==> src/rtl/io_port_hub.sv <==
// I/O hub between proc_fx and NUIOIN input / NUIOOU output handshake channels.
// Optional macro IO_PORT_HUB_STALL_EN adds proc_stall instead of drop-and-flag.
module io_port_hub #(
    parameter int NUBITS = 31,
    parameter int NUIOIN = 4,
    parameter int NUIOOU = 4,
    parameter int ODEPTH = 4,
    localparam int IAW = (NUIOIN > 1) ? $clog2(NUIOIN) : 1,
    localparam int OAW = (NUIOOU > 1) ? $clog2(NUIOOU) : 1
) (
    input  logic                     clk,
    input  logic                     rst,
    input  logic [IAW-1:0]           proc_addr_in,
    input  logic                     proc_req_in,
    output logic [NUBITS-1:0]        proc_in_data,
    input  logic [OAW-1:0]           proc_addr_out,
    input  logic                     proc_out_en,
    input  logic [NUBITS-1:0]        proc_out_data,
    input  logic [NUIOIN*NUBITS-1:0] in_data,
    input  logic [NUIOIN-1:0]        in_valid,
    output logic [NUIOIN-1:0]        in_ready,
    output logic [NUIOOU*NUBITS-1:0] out_data,
    output logic [NUIOOU-1:0]        out_valid,
    input  logic [NUIOOU-1:0]        out_ready,
    output logic [NUIOIN-1:0]        in_underrun,
    output logic [NUIOOU-1:0]        out_overflow,
    input  logic                     err_clr
`ifdef IO_PORT_HUB_STALL_EN
    ,
    output logic                     proc_stall
`endif
);

    localparam int PW = $clog2(ODEPTH);
    localparam logic [PW:0] FULL_CNT = (PW+1)'(ODEPTH);

    logic [NUBITS-1:0] hold_data [NUIOIN];
    logic [NUIOIN-1:0] underrun_try;
    logic [NUIOOU-1:0] overflow_try;
    logic              in_sel_ok;
    logic              out_sel_ok;
    logic              stall;

    assign in_sel_ok  = (32'(proc_addr_in) < NUIOIN);
    assign out_sel_ok = (32'(proc_addr_out) < NUIOOU);

    // Zero-latency read path: proc_fx samples this in the strobe cycle.
    always_comb begin
        proc_in_data = '0;
        if (in_sel_ok) begin
            proc_in_data = hold_data[proc_addr_in];
        end
    end

`ifdef IO_PORT_HUB_STALL_EN
    assign stall      = (|underrun_try) | (|overflow_try);
    assign proc_stall = stall;
`else
    assign stall = 1'b0;
`endif

    for (genvar gi = 0; gi < NUIOIN; gi++) begin : g_in
        logic [NUBITS-1:0] hold_reg;
        logic              valid_reg;
        logic              underrun_reg;
        logic              rd_sel;
        logic              capture;

        assign rd_sel            = proc_req_in & in_sel_ok & (32'(proc_addr_in) == gi);
        assign capture           = in_valid[gi] & in_ready[gi];
        assign underrun_try[gi]  = rd_sel & ~valid_reg;

        always_ff @(posedge clk or negedge rst) begin
            if (!rst) begin
                hold_reg     <= '0;
                valid_reg    <= 1'b0;
                underrun_reg <= 1'b0;
            end else begin
                // Capture needs an empty holder, so it never races a consuming read.
                if (capture) begin
                    hold_reg  <= in_data[gi*NUBITS +: NUBITS];
                    valid_reg <= 1'b1;
                end else if (rd_sel && !stall) begin
                    valid_reg <= 1'b0;
                end
                if (underrun_try[gi] && !stall) begin
                    underrun_reg <= 1'b1;
                end else if (err_clr) begin
                    underrun_reg <= 1'b0;
                end
            end
        end

        assign hold_data[gi]   = hold_reg;
        assign in_ready[gi]    = rst & ~valid_reg;
        assign in_underrun[gi] = underrun_reg;
    end

    for (genvar gi = 0; gi < NUIOOU; gi++) begin : g_out
        logic [NUBITS-1:0] mem_reg [ODEPTH];
        logic [PW-1:0]     wr_ptr_reg;
        logic [PW-1:0]     rd_ptr_reg;
        logic [PW:0]       count_reg;
        logic              overflow_reg;
        logic              wr_sel;
        logic              full;
        logic              pop;
        logic              push;

        assign wr_sel            = proc_out_en & out_sel_ok & (32'(proc_addr_out) == gi);
        assign full              = (count_reg == FULL_CNT);
        assign pop               = (count_reg != '0) & out_ready[gi];
        // A same-cycle pop frees the slot, so a write into a full FIFO still lands.
        assign push              = wr_sel & (~full | pop);
        assign overflow_try[gi]  = wr_sel & full & ~pop;

        always_ff @(posedge clk or negedge rst) begin
            if (!rst) begin
                for (int k = 0; k < ODEPTH; k++) begin
                    mem_reg[k] <= '0;
                end
                wr_ptr_reg   <= '0;
                rd_ptr_reg   <= '0;
                count_reg    <= '0;
                overflow_reg <= 1'b0;
            end else begin
                if (push) begin
                    mem_reg[wr_ptr_reg] <= proc_out_data;
                    wr_ptr_reg          <= wr_ptr_reg + PW'(1);
                end
                if (pop) begin
                    rd_ptr_reg <= rd_ptr_reg + PW'(1);
                end
                if (push && !pop) begin
                    count_reg <= count_reg + (PW+1)'(1);
                end else if (pop && !push) begin
                    count_reg <= count_reg - (PW+1)'(1);
                end
                if (overflow_try[gi] && !stall) begin
                    overflow_reg <= 1'b1;
                end else if (err_clr) begin
                    overflow_reg <= 1'b0;
                end
            end
        end

        assign out_data[gi*NUBITS +: NUBITS] = mem_reg[rd_ptr_reg];
        assign out_valid[gi]                 = (count_reg != '0);
        assign out_overflow[gi]              = overflow_reg;
    end

endmodule

==> config.mk <==
export PLATFORM = sky130hd
export DESIGN_NAME = io_port_hub
export DESIGN_NICKNAME = d
export VERILOG_FILES = /design/src/rtl/io_port_hub.sv
export SDC_FILE = /design/constraint.sdc
export NUM_CORES = 1
export LEC_CHECK = 0
export CAP_MARGIN = 10
export CORE_MARGIN = 3
export CORE_UTILIZATION = 61
export DETAILED_ROUTE_END_ITERATION = 8
export GPL_TIMING_DRIVEN = 0
export PLACE_DENSITY = 0.86
export SYNTH_ARGS = -nofsm -noshare
export SYNTH_HDL_FRONTEND = slang
export SYNTH_SLANG_ARGS = --single-unit
==> constraint.sdc <==
create_clock -name clk -period 3.92 [get_ports clk]
set_input_delay 0.98 -clock clk [delete_from_list [all_inputs] [get_ports clk]]
set_output_delay 0.98 -clock clk [all_outputs]
set_load 0.02 [all_outputs]
==> summary.md <==
| Metric | Value |
|---|---|
| P&R area growth vs syn | 23.65% |
| Drt first pass iters | 5 |
| Clk Latency, worst-skew pair | 0.59 ns |
| Netlist Area Pre-Place | 0.02893 sq mm |
| Layout cells sized above 1 | 33.58% |
| Routed Antenna Nets | 0 |
| Max-slew violation count | 0 |
| Flop and latch count out of synthesis | 660 |
| Post-CTS Setup Bufs | 0 |
| Setup CP Type | in2out |
| Synth top area share | 57.09% |
| Starting Density | 62.01% |
| HPWL Detailed | 48.72 mm |
| Final Power | 31.20 mW |
| Worst slew pin tran | 0.9583 ns |
| Pin count of the biggest net entering global routing | 127 |
| First DRT Iteration DRCs | 1,075 |
| Site row count | 79 |
| Vias per inst | 6.073 |
| Initial antenna violation count | 5 |
| Clock transition at path regs | 0.06 ns |
| H-tree depth | 3 |
| Final period utilization | 96.98% |
| Ys async rst share | 100.0% |
| Peak supply drop | 0.7035 mV |
| Critical path arrival | 2.82 ns |
| Unrepaired setup endpoints after global routing | no |
| Final setup viols | 0 |
| Min cycle time layout | 3.802 ns |
| Ys flop type | dfrtp_1 |
| Sequential share of the synthesized area | 57.09% |
| Wire length per cell | 25.68 microns |
| CTS tree | built |
| Via count | 17,030 |
| Die Y | 223.8 microns |
| Final core occ | 76.68% |
| TritonCTS buffer count | 68 |
| Synth area leader | dfrtp_1 |
| Total grt overflow | 0 |
| Core area | 0.04665 sq mm |
| Total of max-cap violations | 0 |
| Min-Delay Path Class | in2async |
| CP required | 2.94 ns |
| Most common cell in the netlist | dfrtp_1 |
| Startpoint types | input port |
| Clock sink count | 660 |
| Max frequency | 263.0 MHz |
| Global-route wire length before repair | 111.5 mm |
| Syn Nets | 1,923 |
| GPL Wtd Cong | 0.8315 |
| Synth Area per Inst | 16.75 sq um |
| Total Routed Length | 72.00 mm |
| # fillers | 2,691 |
| Crit path capture type | output pin |
| Distinct cell type count after synthesis | 35 |
| DRC | 0 |
| Synth area leaders | dfrtp_1, mux2_2, mux4_2, mux2_1, buf_2 |
| Post-Synthesis Cells | 1,727 |
| Die area | 0.05008 sq mm |
| Die Wd | 223.8 microns |
| Number of flip-flops in the largest register | 496 |
| Buffers on Ports | 340 |
| Post-synth EDFFs | 0 |
| PD cells | 872.1 mW/mm^2 |
| I/O pin total | 343 |
| YS warnings | 0 |
| Vias in the first global route | 18,980 |
| Overall global routing resource usage | 29.28% |
| CP Max Fanout | 10 |
| Most frequent cells after synthesis | dfrtp_1, mux2_2, mux2_1 |
| Clock buffer depth | 3 |
| Status | finished clean |
| Worst Skew | 0.01597 ns |
| Relative max-transition margin | 35.95% |
| Leakage | 15.43 nW |
| CTS root buf | clkbuf_16 |
| Fin. Hold Viols | 0 |
| Final net count | 2,344 |
[layer usage]
metal / track usage [%] / share of wire, % / up-vias
met5: 0 / 0.083 / -
met4: 12.22 / 4.1 / 6
li1: - / - / 7210
met2: 47.84 / 50 / 480
met1: 39.39 / 41 / 9173
met3: 5.504 / 5.0 / 160
[final timing paths]
| check | startpoint | endpoint | slack, ns | cells after the start |
|---|---|---|---|---|
| worst max-delay path | proc_addr_in[0] | proc_in_data[5] | 0.12 | 4 |
| worst min-delay path | rst | g_out[3].mem_reg[123]$_DFFE_PN0P_ | 0.25 | 1 |
| worst max register to register | g_out[0].count_reg[2]$_DFFE_PN0P_ | g_out[0].count_reg[2]$_DFFE_PN0P_ | 1.40 | 9 |
| worst min register to register | g_in[3].valid_reg$_DFFE_PN0P_ | g_in[3].underrun_reg$_DFFE_PN0P_ | 0.47 | 1 |
| max in group asynchronous | rst | g_out[1].mem_reg[81]$_DFFE_PN0P_ | 2.31 | 5 |
| min in group clk | g_in[3].valid_reg$_DFFE_PN0P_ | g_in[3].underrun_reg$_DFFE_PN0P_ | 0.47 | 1 |
[area by class of cell]
type                       count  area, sq um  share of cell area, %
sequential                   660        16520                  46.17
multi-input combinational    912        11700                  32.69
timing repair buffer         355         3871                  10.82
clock buffer                 104         2018                  5.642
tap                          607        759.5                  2.123
buffer                       135        675.6                  1.889
clock inverter                13        172.7                 0.4827
inverter                      16        60.06                 0.1679
antenna                        2        5.005                0.01399
[logic make-up after synthesis]
group / Yosys count / share of synthesized area, %
compound gates: 9 / 0.2509
xor+xnor: 24 / 0.7265
fa+ha+maj: 24 / 1.142
buf+inv: 155 / 2.500
flops: 660 / 57.09
mux: 783 / 36.51
simple gates: 72 / 1.786
[layout by cell type, fill, tap and decap left out, types with 2 or more instances in the layout]
cell type	synthesis	final
buf_4	20	28
buf_2	53	44
nor4b_2	4	4
clkbuf_1	45	57
buf_1	21	20
xor2_1	8	8
or3_1	4	4
nor2_1	5	5
bufinv_16	0	4
dfrtp_1	660	660
diode_2	0	2
nor3b_2	2	2
xnor2_1	16	16
nand2_1	25	25
inv_6	0	2
clkdlybuf4s50_1	0	335
fa_1	4	4
nor3_2	8	8
clkbuf_16	0	70
dlygate4sd2_1	0	4
nand3_1	5	5
o32ai_1	2	2
clkbuf_2	0	4
nor4b_4	3	3
mux4_2	155	155
o21ai_0	2	2
nor2b_1	5	4
buf_16	0	6
mux2_1	256	256
o2bb2ai_1	3	3
nand4b_1	4	4
mux2_2	372	372
clkbuf_8	0	16
bufbuf_16	0	9
ha_1	20	20
inv_1	16	16
clkinv_2	0	7
[power by group]
group / switching, mW / leakage (nW) / internal, mW / total [mW]
logic: 5.80 / 6.31 / 7.15 / 12.9
registers: 1.82 / 8.04 / 10.0 / 11.9
clock network: 2.59 / 1.08 / 3.80 / 6.39
total: 10.2 / 15.4 / 21.0 / 31.2
[worst max-delay path, stage by stage]
cell and delay (ns):
clkbuf_2 0.25, buf_2 0.43, mux4_2 0.58, clkdlybuf4s50_1 0.57
[metrics by stage]
step / hold slack, ns / instances / TNS (ns) / area, sq um / worst slack (ns)
after CTS: 0.2765 / 2802 / 0 / 35740 / 0.0006493
after detailed placement: 0.4649 / 2679 / -171.76 / 33240 / -1.886
after global placement: 0.4512 / 2674 / - / 33090 / -25.84
final: 0.2541 / 2804 / 0 / 35770 / 0.1184
after global routing: 0.2334 / 2804 / 0 / 35770 / 0.008209
after floorplan: 0.4373 / 1727 / 0 / 28930 / 0.6605
[what timing repair did]
action                     CTS  global route
setup endpoints to repair  236            38
resized for setup           16             6
hold buffers                 0             0
gates cloned                 9             1
Note: power is estimated with default switching activity, not from simulation.
